File: src/rtl/canonical_code_gen.sv
// canonical_code_gen
// Builds a canonical prefix-code table from a list of per-symbol code lengths.
// Lengths are streamed in symbol order. The per-length counts are converted
// into first-code values and the code set is checked against the Kraft
// inequality. Unless an error was found, one (symbol, length, code) entry per
// symbol is emitted through a valid/ready handshake.
//
// Ports
//   clk         rising-edge clock
//   rst         synchronous active-high reset
//   start       begin a new build (honoured only when idle)
//   len_valid   len_in carries the length of the next symbol
//   len_in      code length, 0 = unused symbol
//   code_ready  downstream accepts the current entry
//   code_valid  code_sym/code_len/code hold a valid entry
//   code_sym    symbol index of the entry
//   code_len    code length of the entry
//   code        canonical code, right-aligned
//   busy        high whenever not idle
//   done        one-cycle pulse at the end of a build
//   err         invalid length set; valid with done, held until next start
module canonical_code_gen #(
    parameter int unsigned NUM_SYM = 8,
    parameter int unsigned MAX_LEN = 7,
    localparam int unsigned SYM_W = $clog2(NUM_SYM),
    localparam int unsigned LEN_W = $clog2(MAX_LEN + 1)
) (
    input  logic               clk,
    input  logic               rst,
    input  logic               start,
    input  logic               len_valid,
    input  logic [LEN_W-1:0]   len_in,
    input  logic               code_ready,
    output logic               code_valid,
    output logic [SYM_W-1:0]   code_sym,
    output logic [LEN_W-1:0]   code_len,
    output logic [MAX_LEN-1:0] code,
    output logic               busy,
    output logic               done,
    output logic               err
);

    localparam int unsigned ACC_W = MAX_LEN + SYM_W + 1;
    localparam int unsigned CNT_W = SYM_W + 1;
    // Tables are sized to the full index range so any index value is in bounds.
    localparam int unsigned LEN_N = 2 ** LEN_W;
    localparam int unsigned SYM_N = 2 ** SYM_W;

    localparam logic [SYM_W-1:0] LAST_SYM  = SYM_W'(NUM_SYM - 1);
    localparam logic [LEN_W-1:0] MAX_LEN_L = LEN_W'(MAX_LEN);

    typedef enum logic [2:0] {StIdle, StLoad, StNext, StEmit, StFin} state_e;

    state_e             state_q;
    logic [SYM_W-1:0]   ld_idx_q;
    logic [LEN_W-1:0]   bit_idx_q;
    logic [ACC_W-1:0]   code_acc_q;
    logic [ACC_W-1:0]   kraft_q;
    logic [LEN_W-1:0]   len_tab_q   [SYM_N];
    logic [CNT_W-1:0]   bl_count_q  [LEN_N];
    logic [MAX_LEN-1:0] next_code_q [LEN_N];

    logic               len_bad;
    logic [ACC_W-1:0]   acc_new;
    logic [ACC_W-1:0]   kraft_new;
    logic               kraft_over;
    logic [LEN_W-1:0]   first_len;
    logic [MAX_LEN-1:0] first_code;
    logic [SYM_W-1:0]   nxt_sym;
    logic [LEN_W-1:0]   nxt_len;
    logic [MAX_LEN-1:0] nxt_code;

    // Only reachable when MAX_LEN+1 is not a power of two.
    assign len_bad = {1'b0, len_in} > {1'b0, MAX_LEN_L};

    // bl_count[0] is never incremented, so bit_idx=1 adds zero.
    assign acc_new    = (code_acc_q + ACC_W'(bl_count_q[bit_idx_q - LEN_W'(1)])) << 1;
    assign kraft_new  = kraft_q + (ACC_W'(bl_count_q[bit_idx_q]) << (MAX_LEN_L - bit_idx_q));
    assign kraft_over = kraft_new > (ACC_W'(1) << MAX_LEN);

    // Symbol 0 is presented on the same edge that writes next_code[MAX_LEN],
    // so forward the value being written.
    always_comb begin
        first_len  = len_tab_q[0];
        first_code = '0;
        if (first_len == bit_idx_q) begin
            first_code = acc_new[MAX_LEN-1:0];
        end else if (first_len != '0) begin
            first_code = next_code_q[first_len];
        end
    end

    // Following entry; if it shares the length just handshaken, forward the
    // incremented code instead of the stale table value.
    always_comb begin
        nxt_sym  = code_sym + SYM_W'(1);
        nxt_len  = len_tab_q[nxt_sym];
        nxt_code = '0;
        if (nxt_len != '0) begin
            if (nxt_len == code_len) begin
                nxt_code = code + MAX_LEN'(1);
            end else begin
                nxt_code = next_code_q[nxt_len];
            end
        end
    end

    always_ff @(posedge clk) begin
        if (rst) begin
            state_q    <= StIdle;
            ld_idx_q   <= '0;
            bit_idx_q  <= '0;
            code_acc_q <= '0;
            kraft_q    <= '0;
            code_valid <= 1'b0;
            code_sym   <= '0;
            code_len   <= '0;
            code       <= '0;
            busy       <= 1'b0;
            done       <= 1'b0;
            err        <= 1'b0;
            for (int i = 0; i < int'(SYM_N); i++) begin
                len_tab_q[i] <= '0;
            end
            for (int i = 0; i < int'(LEN_N); i++) begin
                bl_count_q[i]  <= '0;
                next_code_q[i] <= '0;
            end
        end else begin
            done <= 1'b0;
            case (state_q)
                StIdle: begin
                    if (start) begin
                        state_q  <= StLoad;
                        busy     <= 1'b1;
                        err      <= 1'b0;
                        ld_idx_q <= '0;
                        for (int i = 0; i < int'(LEN_N); i++) begin
                            bl_count_q[i] <= '0;
                        end
                    end
                end

                StLoad: begin
                    if (len_valid) begin
                        if (len_bad) begin
                            err                 <= 1'b1;
                            len_tab_q[ld_idx_q] <= '0;
                        end else begin
                            len_tab_q[ld_idx_q] <= len_in;
                            if (len_in != '0) begin
                                bl_count_q[len_in] <= bl_count_q[len_in] + CNT_W'(1);
                            end
                        end
                        ld_idx_q <= ld_idx_q + SYM_W'(1);
                        if (ld_idx_q == LAST_SYM) begin
                            state_q    <= StNext;
                            bit_idx_q  <= LEN_W'(1);
                            code_acc_q <= '0;
                            kraft_q    <= '0;
                        end
                    end
                end

                StNext: begin
                    next_code_q[bit_idx_q] <= acc_new[MAX_LEN-1:0];
                    code_acc_q             <= acc_new;
                    kraft_q                <= kraft_new;
                    bit_idx_q              <= bit_idx_q + LEN_W'(1);
                    if (bit_idx_q == MAX_LEN_L) begin
                        if (err || kraft_over) begin
                            err     <= 1'b1;
                            state_q <= StFin;
                            done    <= 1'b1;
                        end else begin
                            state_q    <= StEmit;
                            code_valid <= 1'b1;
                            code_sym   <= '0;
                            code_len   <= first_len;
                            code       <= first_code;
                        end
                    end
                end

                StEmit: begin
                    // code_valid is always high in this state.
                    if (code_ready) begin
                        if (code_len != '0) begin
                            next_code_q[code_len] <= code + MAX_LEN'(1);
                        end
                        if (code_sym == LAST_SYM) begin
                            code_valid <= 1'b0;
                            code_sym   <= '0;
                            code_len   <= '0;
                            code       <= '0;
                            state_q    <= StFin;
                            done       <= 1'b1;
                        end else begin
                            code_sym <= nxt_sym;
                            code_len <= nxt_len;
                            code     <= nxt_code;
                        end
                    end
                end

                StFin: begin
                    state_q <= StIdle;
                    busy    <= 1'b0;
                end

                default: begin
                    state_q <= StIdle;
                    busy    <= 1'b0;
                end
            endcase
        end
    end

endmodule

File: config.mk
export PLATFORM = sky130hd
export DESIGN_NAME = canonical_code_gen
export DESIGN_NICKNAME = d
export VERILOG_FILES = /design/src/rtl/canonical_code_gen.sv
export SDC_FILE = /design/constraint.sdc
export NUM_CORES = 1
export LEC_CHECK = 0
export CAP_MARGIN = 0
export CORE_MARGIN = 2
export CORE_UTILIZATION = 55
export CTS_CLUSTER_DIAMETER = 30
export DETAILED_ROUTE_END_ITERATION = 10
export PLACE_DENSITY_LB_ADDON = 0.3
export SLEW_MARGIN = 20
export SYNTH_ARGS = -nofsm -noshare
export SYNTH_HDL_FRONTEND = slang
export SYNTH_SLANG_ARGS = --single-unit
File: constraint.sdc
create_clock -name clk -period 4.2 [get_ports clk]
set_input_delay 0.84 -clock clk [delete_from_list [all_inputs] [get_ports clk]]
set_output_delay 0.84 -clock clk [all_outputs]
set_load 0.02 [all_outputs]
# [Word-level counts from Yosys, hierarchy flattened]
# Memories as Yosys holds them, arrays and structs flattened. A register that Yosys moved wholly into a read port is not among the register bits.
# Cells that the tools add are included.
[totals] ff_bits=43 ram_bits=112 input_bits=8 output_inout_bits=17 word_cells=171 mem_count=3
[classes] add_sub_neg=9 order_cmp=1 n_eq_ne=16 n_shift=1 muxes=98 n_bitwise=9 reduce_logical=22
[memory_table] name="next_code_q" depth=8 width=7 read_ports=2 rd_ports_with_merged_regs=0 write_ports=8 line_no="61" rtl="logic [MAX_LEN-1:0] next_code_q [LEN_N];"
[memory_table] name="bl_count_q" depth=8 width=4 read_ports=3 rd_ports_with_merged_regs=1 write_ports=8 line_no="60" rtl="logic [CNT_W-1:0] bl_count_q [LEN_N];"
[memory_table] name="len_tab_q" depth=8 width=3 read_ports=2 rd_ports_with_merged_regs=0 write_ports=8 line_no="59" rtl="logic [LEN_W-1:0] len_tab_q [SYM_N];"
[ops] op="2-to-1 mux 3 bit" count=26
[ops] op="2-to-1 mux 7 bit" count=10
[ops] op="2-to-1 mux 1 bit" count=39
[ops] op="2-to-1 mux 4 bit" count=9
[ops] op="case mux 3 bit (2 select lines)" count=4
[ops] op="2-to-1 mux 11 bit" count=2
[ops] op="case mux 11 bit (2 select lines)" count=1
[ops] op="inequality test 2 bit, second input constant" count=8
[ops] op="case mux 7 bit (2 select lines)" count=1
[ops] op="OR reduction 7 bit" count=2
[ops] op="case mux 3 bit (4 select lines)" count=1
[ops] op="case mux 6 bit (2 select lines)" count=1
[ops] op="nonzero test 3 bit" count=4
[ops] op="adder 11 bit" count=1
[ops] op="> comparator 11 x 8 -> 1 bit, second input constant" count=1
[ops] op="left shift 4 x 3 -> 11 bit" count=1
[ops] op="adder 3 x 1 -> 3 bit, second input constant" count=3
[ops] op="equality test 3 bit, second input constant" count=3
[ops] op="OR 1 bit" count=8
[ops] op="case mux 1 bit (2 select lines)" count=4
[ops] op="AND reduction 4 bit" count=2
[ops] op="nonzero test 2 bit" count=4
[ops] op="adder 7 x 1 -> 7 bit, second input constant" count=1
[ops] op="adder 6 x 4 -> 6 bit" count=1
[ops] op="15 further kinds" count=19

# [Logic depth before layout (Yosys ltp)]
# Gate-level depths: netlist of the first run.
[depth] word_depth=8 depth_mapped=18 depth_no_buf=16

# [Least setup slack after synthesis of the first run]
# OpenSTA, ideal clock, no wires.
[synth_path] path_kind="register -> register" start="register (tool-made name)" end="register code[3]" setup_time_ns=0.071 arrival_time_ns=3.999 required_ns=4.129 setup_slack_ns=0.131 stages_incl_launch_ff=14 n_path_buf=1 period_less_slack_ns=4.069 path_cell_list="dfxtp_1 -> buf_2 -> mux4_2 -> mux2_2 -> mux2i_1 -> nor2_1 -> fa_1 -> xor2_1 -> or4_1 -> or3_4 -> o32a_1 -> o41ai_4 -> nand3_1 -> a21oi_1"
[synth_rtl] element="to (signal assigned)" line_no="180" rtl="code <= first_code;"
[synth_rtl] element="to (signal assigned)" line_no="201" rtl="code <= nxt_code;"
[synth_rtl] element="to (decl)" line_no="37" rtl="output logic [MAX_LEN-1:0] code,"

==> results.sh, run 1 <==
export IMPL_max_slew_margin_rel_pct=38.98
export IMPL_clkLatencyLatePin_ns=0.44
export IMPL_whs_path_depth=1
export IMPL_rr_endpoint="code_len[2]"
export IMPL_synth_warnings=0
export IMPL_cts_tree="yes"
export IMPL_grt_usage_pct=28.26
export IMPL_antenna_found_initial=0
export IMPL_layout_cells_non_filler=1100
export IMPL_crit_path_end="code_len[2]"
export IMPL_period_minus_slack_ns=4.193
export IMPL_grt_max_degree=32
export IMPL_synth_most_common_cell="nor2_1"
export IMPL_start_kind="flop"
export IMPL_clkSinkCount=157
export IMPL_vias_per_cell=6.556
export IMPL_maxCapViolations=0
export IMPL_die_area_um2=17540
export IMPL_hold_ws_ns=0.4931
export IMPL_core_area_um2=16000
export IMPL_cts_buffer_depth=2
export IMPL_drive_above_1_share_pct=19.23
export IMPL_diodes=0
export IMPL_p_per_area_nw_per_um2=529.1
export IMPL_dr_total_vias=7212
export IMPL_p_leak_nw=3.964
export IMPL_reg2reg_slack_ns=0.007
export IMPL_postSynthCellCount=826
export IMPL_hold_viol=0
export IMPL_critPathKind="flop to flop"
export IMPL_grt_pass1_wl_mm=38.20
export IMPL_fp_row_count=46
export IMPL_initial_core_util_pct=56.71
export IMPL_fin_crit_sh_pct=99.84
export IMPL_seq_area_frac_synth_pct=46.99
export IMPL_critPathSlowestCell="mux4_2"
export IMPL_rsz0062_at_grt="true"
export IMPL_path_cells="buf_4 > mux4_2 > mux2_2 > mux2i_2 > buf_4 > nand2b_1 > a21oi_1 > ha_1 > nor4_1 > o21ai_1 > a41oi_2 > xnor3_1 > nor2_2 > nand4b_1 > buf_6 > mux2_2 > a21oi_2"
export IMPL_wl_per_cell_um=22.50
export IMPL_numCtsBuffers=17
export IMPL_multi_input_area_um2=4688
export IMPL_slew_viol_final=0
export IMPL_final_setup_tns_ns=0
export IMPL_drc=0
export IMPL_io_pins=25
export IMPL_ir_drop_mv=0.3377
export IMPL_fp_dieH_um=132.4
export IMPL_dr_pass1_iters=5
export IMPL_dp_hpwl_mm=17.01
export IMPL_worst_pin_slew_ns=0.9134
export IMPL_port_buffer_count=24
export IMPL_cpPeakStageDelay_ns=0.49
export IMPL_seqCellArea_um2=4267
export IMPL_ys_ff_latch=157
export IMPL_finalSetupViolations=0
export IMPL_synth_top_area_share_pct=37.07
export IMPL_nNetsFinal=903
export IMPL_cts_clk_slew_worst_paths_ns=0.07
export IMPL_htree_levels=4
export IMPL_wl_mm=24.75
export IMPL_synth_area_leaders="edfxtp_1 (37%), dfxtp_1 (9.9%), mux4_2 (9.9%)"
export IMPL_place_inst=1064
export IMPL_drt_iter0_drc=739
export IMPL_fill_cells=1251
export IMPL_cp_arrival_ns=4.56
export IMPL_ys_types=69
export IMPL_async_flop_share_pct=0
export IMPL_syn_area_um2=9074
export IMPL_synth_edf_count=112
export IMPL_yosysTopAreaCell="edfxtp_1"
export IMPL_place_congestion=0.9283
export IMPL_syn_avg_cell_area_um2=10.99
export IMPL_hold_path_class="flop to flop"
export IMPL_grt_overflow=0
export IMPL_worst_setup_path_end_kind="flop"
export IMPL_skew_ns=0.01057
export IMPL_ant_nets=0
export IMPL_required_ns=4.56
export IMPL_final_util_pct=65.29
export IMPL_crit_fanout=8
export IMPL_fmax_mhz=238.5
export IMPL_cts_root_buf="clkbuf_16"
export IMPL_synth_top_flop_cell="edfxtp_1"
export IMPL_rr_worst_depth=17
export IMPL_area_delta_synth_final_pct=15.13
export IMPL_die_width_um=132.4
export IMPL_grt_pass1_vias=6971
export IMPL_synthTopCellsByCount="nor2_1 (132), edfxtp_1 (112), nand2_1 (65), dfxtp_1 (45), mux4_2 (40)"
export IMPL_status="finished, final reports clean"
==> sequential cells by signal, indices dropped and copies added, names as in the netlist, named ones only <==
name / count
bit_idx_q: 3
bl_count_q: 32
busy: 1
code: 7
code_acc_q: 5
code_len: 3
code_sym: 3
code_valid: 1
done: 1
err: 1
kraft_q: 11
ld_idx_q: 3
len_tab_q: 24
next_code_q: 56
state_q: 3
==> placed cells by master, fill, tap and decap left out, drive strengths merged, types with 14 or more instances in the layout <==
cell             n
a21oi           33
a22o            25
and2            29
buf             47
clkbuf          19
clkdlybuf4s50   24
dfxtp           45
edfxtp         112
ha              22
inv             18
mux2            14
mux2i           40
mux4            40
nand2           65
nand3           24
nor2           133
nor3            18
o21ai           27
xor2            14
==> how the worst min path moves through the flow <==
stage               endpoint  slack [ns]           from
2_1_floorplan  code_acc_q[1]        0.43  code_acc_q[1]
3_3_place_gp   code_acc_q[1]        0.44  code_acc_q[1]
3_5_place_dp      kraft_q[9]        0.47     kraft_q[9]
4_1_cts           kraft_q[4]        0.50     kraft_q[4]
5_1_grt        code_acc_q[1]        0.52  code_acc_q[1]
6_report          kraft_q[4]        0.49     kraft_q[4]
==> timing repair <==
action / 4_1_cts / 5_1_grt
endpoints found under the hold margin: 0 / 0
setup buffers: 0 / 3
pin swaps: 1 / 13
endpoints found under the setup margin: 11 / 18
gates resized for setup: 9 / 24
cloned: 0 / 1
hold buffers: 0 / 0
==> where the power goes <==
| part | switching, mW | total [mW] | internal, mW |
|---|---|---|---|
| clock network | 0.662 | 1.49 | 0.827 |
| registers | 0.156 | 1.99 | 1.83 |
| logic | 1.19 | 2.05 | 0.857 |
==> logic make-up (layout without fill, tap and decap cells) <==
kind of cell,Yosys count,count (layout),synth area share [%]
simple gates,316,316,16.02
flops,157,157,46.99
compound gates,148,148,11.65
mux,94,94,16.30
buf+inv,61,115,2.951
xor+xnor,25,25,2.565
fa+ha+maj,24,24,3.475
other cells,1,5,0.04133
==> cell type report <==
class	instances	area share [%]
well taps	216	2.587
clock buffers	19	4.144
flip-flops and latches	157	40.84
inverters	12	0.4312
multi-input cells	612	44.88
clock inverters	13	1.234
repair buffers	71	5.881
==> per-stage QoR <==
stage	setup WS (ns)	cell area, um^2	total power, mW
after floorplan	0.1307	9089	3.351
after global placement	0.08621	9712	3.877
after detailed placement	-0.05078	9714	3.945
after CTS	-0.005728	10310	5.442
after global routing	-0.1012	10450	5.754
final	0.006704	10450	5.527
==> layer usage <==
layer	track usage (%)	vias up	routed length [um]
met5	0	-	0
met4	11.59	0	855
met3	6.054	83	2337
met2	46.00	453	11890
met1	37.03	3491	9671
li1	-	3185	-
==> worst max-delay path, delay by kind of cell (launching register included) <==
family,cells,cell delay [ns]
adder cells (fa/ha/maj),1,0.23
XOR/XNOR,1,0.29
buffers and inverters,3,0.51
AND/OR/NAND/NOR,4,0.76
flip-flops,1,0.34
AO/OA/AOI/OAI,4,0.65
multiplexers,4,1.31
Power figures use the tool's default switching activity.
==> run 2: changes to the inputs <==
--- a/config.mk
+++ b/config.mk
@@ -5,6 +5,7 @@
 export SDC_FILE = /design/constraint.sdc
 export NUM_CORES = 1
 export LEC_CHECK = 0
+export ABC_AREA = 1
 export CAP_MARGIN = 0
 export CORE_MARGIN = 2
 export CORE_UTILIZATION = 55
==> run 2 against run 1 <==
Effect of this change: clock skew up 0.0012 ns; utilization down 2.2 points; die area grew 1.2%; critical endpoint is now code[5]; largest cell class unchanged.
==> results.sh, run 2 <==
export IMPL_status="finished, final reports clean"
export IMPL_mostFrequentLayoutCells="nand2_1 (229), nor2_1 (199), nand3_1 (139)"
export IMPL_final_util_pct=63.09
export IMPL_grt_usage_pct=28.59
export IMPL_top_regs="next_code_q x56, bl_count_q x32, len_tab_q x24"
export IMPL_drt_iter0_drc=996
export IMPL_port_buffer_count=24
export IMPL_start_kind="flop"
export IMPL_path_cells="buf_4 > a21oi_1 > o21ai_0 > nand2_1 > nor2_1 > a31oi_1 > nor2_1 > a31oi_1 > o21ai_0 > o21ai_1 > ha_1 > a21oi_1 > nand2_1 > nand2_1 > nand3_1 > nand2_1 > nand3_1 > nor2_1 > nand3_1 > nand2_2 > buf_4 > nand3_1 > nand2_1 > nor2_1"
export IMPL_htree_levels=4
export IMPL_multi_input_area_um2=4313
export IMPL_synth_warnings=0
export IMPL_synth_edf_count=112
export IMPL_yosysTopAreaCell="edfxtp_1"
export IMPL_async_flop_share_pct=0
export IMPL_core_area_um2=16470
export IMPL_dr_total_vias=8584
export IMPL_hold_path_class="flop to flop"
export IMPL_ys_ff_latch=157
export IMPL_worst_pin_slew_ns=0.8041
export IMPL_synth_most_common_cell="nand2_1"
export IMPL_switching_power_mw=1.688
export IMPL_final_common_cell="nand2_1"
export IMPL_p_comb_share_pct=29.3
export IMPL_dp_hpwl_mm=17.72
export IMPL_hold_viol=0
export IMPL_io_pins=25
export IMPL_antenna_found_initial=0
export IMPL_grt_pass1_wl_mm=40.19
export IMPL_crit_fanout=15
export IMPL_synth_top_flop_cell="edfxtp_1"
export IMPL_layout_cells_non_filler=1453
export IMPL_hold_ws_ns=0.4685
export IMPL_fmax_mhz=264.7
export IMPL_period_minus_slack_ns=3.778
export IMPL_seqCellArea_um2=4264
export IMPL_grt_max_degree=32
export IMPL_skew_ns=0.01179
export IMPL_grt_pass1_vias=7956
export IMPL_fin_crit_sh_pct=89.96
export IMPL_p_leak_nw=4.217
export IMPL_ant_nets=0
export IMPL_p_seq_share_pct=39.8
export IMPL_clkLatencyLatePin_ns=0.43
export IMPL_place_congestion=0.9414
export IMPL_fp_row_count=47
export IMPL_ctsHoldBuffers=0
export IMPL_cp_arrival_ns=4.09
export IMPL_wl_per_cell_um=17.26
export IMPL_postSynthCellCount=1182
export IMPL_place_inst=1419
export IMPL_synthTopCellsByCount="nand2_1 (230), nor2_1 (199), nand3_1 (139), edfxtp_1 (112), inv_1 (97)"
export IMPL_synth_top_area_share_pct=36.62
export IMPL_finalSetupViolations=0
export IMPL_reg2reg_slack_ns=0.42
export IMPL_wl_mm=25.08
export IMPL_drc=0
export IMPL_critPathKind="flop to flop"
export IMPL_cts_root_buf="clkbuf_16"
export IMPL_nNetsFinal=1252
export IMPL_slew_viol_final=0
export IMPL_largest_reg_flops=56
export IMPL_ys_types=45
export IMPL_power_share_clock_pct=30.9
export IMPL_max_slew_margin_rel_pct=46.03
export IMPL_rsz0062_at_grt="false"
export IMPL_fill_cells=1481
export IMPL_cts_tree="yes"
export IMPL_clkSinkCount=157
export IMPL_cpPeakStageDelay_ns=0.31
export IMPL_cts_buffer_depth=2
export IMPL_drive_above_1_share_pct=6.975
export IMPL_required_ns=4.52
export IMPL_syn_avg_cell_area_um2=7.771
export IMPL_cts_clk_slew_worst_paths_ns=0.06
export IMPL_die_area_um2=17750
export IMPL_numCtsBuffers=17
export IMPL_p_int_mw=3.092
export IMPL_worst_setup_path_end_kind="flop"
export IMPL_fp_dieH_um=133.2
export IMPL_grt_overflow=0
export IMPL_initial_core_util_pct=55.78
export IMPL_vias_per_cell=5.908
export IMPL_syn_area_um2=9185
export IMPL_die_width_um=133.2
export IMPL_synth_area_leaders="edfxtp_1 (37%), dfxtp_1 (9.8%), nand2_1 (9.4%)"
export IMPL_netSwitchingFraction_pct=35.31
export IMPL_final_setup_tns_ns=0
export IMPL_largest_register="next_code_q"
export IMPL_diodes=0
export IMPL_maxCapViolations=0
export IMPL_area_delta_synth_final_pct=13.10
export IMPL_crit_path_frequent_cell="nand2_1"
export IMPL_critPathSlowestCell="dfxtp_1"
export IMPL_p_per_area_nw_per_um2=460.1
export IMPL_seq_area_frac_synth_pct=46.42
export IMPL_dr_pass1_iters=6
export IMPL_ir_drop_mv=0.3436
[run 2: cells by family (layout without fill, tap and decap cells)]
logic type | Yosys count | count (layout) | synth area share (%)
compound gates | 225 | 225 | 14.30
xor+xnor | 17 | 17 | 1.621
fa+ha+maj | 24 | 24 | 3.433
buf+inv | 161 | 208 | 6.811
flops | 157 | 157 | 46.42
mux | 2 | 2 | 0.2180
other cells | 1 | 5 | 0.04083
simple gates | 595 | 595 | 27.15
[run 2: final timing paths]
kind | startpoint | cells past startpoint | to
max | flop | 24 | code[5]
min | busy | 2 | busy
max reg2reg | flop | 24 | code[5]
min reg2reg | busy | 2 | busy
[run 2: worst max-delay path, delay by kind of cell, from the launching register on]
kind	cells	cell delay (ns)
AND/OR/NAND/NOR	14	1.40
AO/OA/AOI/OAI	7	1.25
buffers and inverters	2	0.39
flip-flops	1	0.31
adder cells (fa/ha/maj)	1	0.31
[run 2: routing by layer]
layer | GRT usage, % | vias up | wire (um)
li1 | - | 4115 | -
met3 | 5.403 | 49 | 2188
met2 | 45.94 | 473 | 11990
met5 | 0 | - | 0
met1 | 38.88 | 3947 | 10370
met4 | 10.58 | 0 | 534
[run 2: layout make-up]
| type | instances | share of cell area [%] |
|---|---|---|
| multi-input cells | 868 | 41.52 |
| repair buffers | 67 | 5.420 |
| inverters | 109 | 3.974 |
| clock inverters | 9 | 0.8792 |
| well taps | 220 | 2.650 |
| flip-flops and latches | 157 | 41.05 |
| clock buffers | 23 | 4.516 |
[run 2: repair_timing]
action / in CTS / in global routing
buffers inserted: 0 / 2
gates resized for setup: 0 / 4
setup endpoints to repair: 0 / 13
[run 2: metrics by stage]
step	cell area [um^2]	power [mW]	setup slack [ns]
2_1_floorplan	9200	2.836	0.5054
3_3_place_gp	9807	3.273	0.5100
3_5_place_dp	9807	3.289	0.3938
4_1_cts	10370	4.758	0.3625
5_1_grt	10390	5.014	0.006782
6_report	10390	4.780	0.4219
[run 2: power by group through the flow]
stage	Sequential [mW]	Combinational [mW]	Clock, mW
4_1_cts	1.90	1.37	1.49
3_3_place_gp	1.92	1.35	0
6_report	1.90	1.40	1.48
2_1_floorplan	1.91	0.925	0
3_5_place_dp	1.93	1.36	0
5_1_grt	1.91	1.54	1.56
==> run 3: changes to the inputs <==
--- a/config.mk
+++ b/config.mk
@@ -9,9 +9,10 @@
 export CAP_MARGIN = 0
 export CORE_MARGIN = 2
 export CORE_UTILIZATION = 55
+export CTS_BUF_LIST = sky130_fd_sc_hd__clkbuf_4 sky130_fd_sc_hd__clkbuf_8
 export CTS_CLUSTER_DIAMETER = 30
 export DETAILED_ROUTE_END_ITERATION = 10
-export PLACE_DENSITY_LB_ADDON = 0.3
+export PLACE_DENSITY = 0.83
 export SLEW_MARGIN = 20
 export SYNTH_ARGS = -nofsm -noshare
 export SYNTH_HDL_FRONTEND = slang
==> constraint.sdc (replaced) <==
create_clock -name clk -period 3.25 [get_ports clk]
set_input_delay 0.65 -clock clk [delete_from_list [all_inputs] [get_ports clk]]
set_output_delay 0.65 -clock clk [all_outputs]
set_load 0.02 [all_outputs]
==> run 3 against run 2 <==
Effect of this change: the flow now finishes with violations (negative setup slack); combinational power grew 48%; setup slack lost 0.82 ns; critical path depth grew 2; clock skew is essentially flat; register-to-register slack lost 0.82 ns; critical path type unchanged.
==> results.sh, run 3 (same netlist as run 2, synthesis figures left out) <==
export IMPL_status="complete, but fails checks"
export IMPL_failed_checks="negative setup slack"
export IMPL_switching_power_mw=2.293
export IMPL_nNetsFinal=1296
export IMPL_final_common_cell="nand2_1"
export IMPL_io_pins=25
export IMPL_grt_usage_pct=28.34
export IMPL_drc=0
export IMPL_top_regs="next_code_q x56, bl_count_q x32, len_tab_q x24"
export IMPL_clkLatencyLatePin_ns=0.47
export IMPL_die_width_um=133.2
export IMPL_dp_hpwl_mm=18.08
export IMPL_min_from="busy"
export IMPL_final_util_pct=65.63
export IMPL_p_leak_nw=4.431
export IMPL_required_ns=3.61
export IMPL_setup_ws_ns=-0.3973
export IMPL_numCtsBuffers=17
export IMPL_skew_ns=0.01168
export IMPL_die_area_um2=17750
export IMPL_cts_buffer_depth=2
export IMPL_htree_levels=4
export IMPL_p_comb_share_pct=33.7
export IMPL_worst_setup_path_end_kind="flop"
export IMPL_rsz0062_at_grt="true"
export IMPL_p_seq_share_pct=40.0
export IMPL_hold_path_class="flop to flop"
export IMPL_fp_dieH_um=133.2
export IMPL_wl_mm=25.73
export IMPL_worst_pin_slew_ns=0.8778
export IMPL_grt_overflow=0
export IMPL_start_kind="flop"
export IMPL_netSwitchingFraction_pct=37.35
export IMPL_cts_tree="yes"
export IMPL_cts_root_buf="clkbuf_8"
export IMPL_diodes=0
export IMPL_drive_above_1_share_pct=13.86
export IMPL_dr_pass1_iters=6
export IMPL_cp_arrival_ns=4.00
export IMPL_fin_crit_sh_pct=112.2
export IMPL_p_int_mw=3.846
export IMPL_max_slew_margin_rel_pct=41.03
export IMPL_initial_core_util_pct=55.78
export IMPL_drt_iter0_drc=1177
export IMPL_area_delta_synth_final_pct=17.65
export IMPL_antenna_found_initial=0
export IMPL_p_per_area_nw_per_um2=568.1
export IMPL_ir_drop_mv=0.3841
export IMPL_pre_cts_ws_ns=-0.4163
export IMPL_clkSinkCount=157
export IMPL_crit_fanout=7
export IMPL_period_minus_slack_ns=3.647
export IMPL_ant_nets=0
export IMPL_fmax_mhz=274.2
export IMPL_core_area_um2=16470
export IMPL_vias_per_cell=6.003
export IMPL_power_share_clock_pct=26.3
export IMPL_grt_pass1_wl_mm=40.40
export IMPL_multi_input_area_um2=4484
export IMPL_mostFrequentLayoutCells="nand2_1 (219), nor2_1 (197), nand3_1 (136)"
export IMPL_dr_total_vias=8986
export IMPL_seqCellArea_um2=4269
export IMPL_critPathKind="flop to flop"
export IMPL_fill_cells=1331
export IMPL_slew_viol_final=0
export IMPL_maxCapViolations=0
export IMPL_place_congestion=0.9689
export IMPL_hold_viol=0
export IMPL_wl_per_cell_um=17.19
export IMPL_fp_row_count=47
export IMPL_ctsHoldBuffers=0
export IMPL_cts_clk_slew_worst_paths_ns=0.09
export IMPL_grt_pass1_vias=8369
export IMPL_grt_max_degree=42
export IMPL_finalSetupViolations=19
export IMPL_largest_register="next_code_q"
export IMPL_port_buffer_count=24
export IMPL_largest_reg_flops=56
export IMPL_power_mw=6.139
[run 3: stage by stage]
stage | cell area (um^2) | TNS (ns) | hold WS (ns) | std cells
3_3_place_gp | 10130 | -3.415 | 0.4599 | 1459
6_report | 10810 | -6.273 | 0.4786 | 1497
5_1_grt | 10810 | -10.82 | 0.5166 | 1497
3_5_place_dp | 10130 | -6.425 | 0.4559 | 1459
4_1_cts | 10620 | -1.711 | 0.4748 | 1493
2_1_floorplan | 9213 | 0 | 0.4596 | 1186
[run 3: timing repair]
action / 4_1_cts / 5_1_grt
cloned: 1 / 1
pin swaps: 5 / 10
resized for setup: 20 / 40
setup buffers: 1 / 3
setup endpoints to repair: 19 / 36
[run 3: power groups by stage]
| stage | clock, mW | sequential [mW] | combinational (mW) |
|---|---|---|---|
| CTS | 1.63 | 2.45 | 1.94 |
| global placement | 0 | 2.49 | 1.85 |
| finish | 1.62 | 2.46 | 2.07 |
| floorplan | 0 | 2.47 | 1.20 |
| detailed placement | 0 | 2.49 | 1.90 |
| global route | 1.70 | 2.47 | 2.24 |
[run 3: layout make-up]
cell class | instances | area share, %
multi-input cells | 868 | 41.50
flip-flops and latches | 157 | 39.50
repair buffers | 110 | 8.579
inverters | 109 | 3.832
well taps | 220 | 2.547
clock buffers | 17 | 2.165
clock inverters | 15 | 1.841
repair inverters | 1 | 0.03473
[run 3: path summary, 6_finish.rpt]
kind / endpoint / slack (ns) / cells after the start
worst max register to register: code[1] / -0.40 / 26
worst min-delay path: busy / 0.48 / 2
worst min register to register: busy / 0.48 / 2
worst max-delay path: code[1] / -0.40 / 26
[run 3: layer usage]
layer	part of all wire, %	GRT usage, %	vias up
li1	-	-	4201
met2	48	48.22	489
met5	0	0	-
met1	40	36.16	4204
met4	3.5	11.94	0
met3	8.3	4.528	92
[run 3: critical path: stages, from the launching register on]
cell,delay [ns]
dfxtp_4,0.37
buf_6,0.13
a21oi_2,0.12
o21ai_1,0.08
nand2_1,0.08
nor2_1,0.04
a31oi_1,0.20
nor2_1,0.06
a31oi_1,0.21
o21ai_1,0.13
nor2_1,0.12
ha_1,0.30
a21oi_2,0.16
nand2_2,0.09
buf_6,0.13
xor2_2,0.14
nor2_1,0.11
nand3_1,0.14
nand2_2,0.11
inv_2,0.04
nor2_4,0.16
nand3_4,0.11
nand2_4,0.15
buf_12,0.12
nand3_1,0.07
nand2_1,0.08
nor2_1,0.05
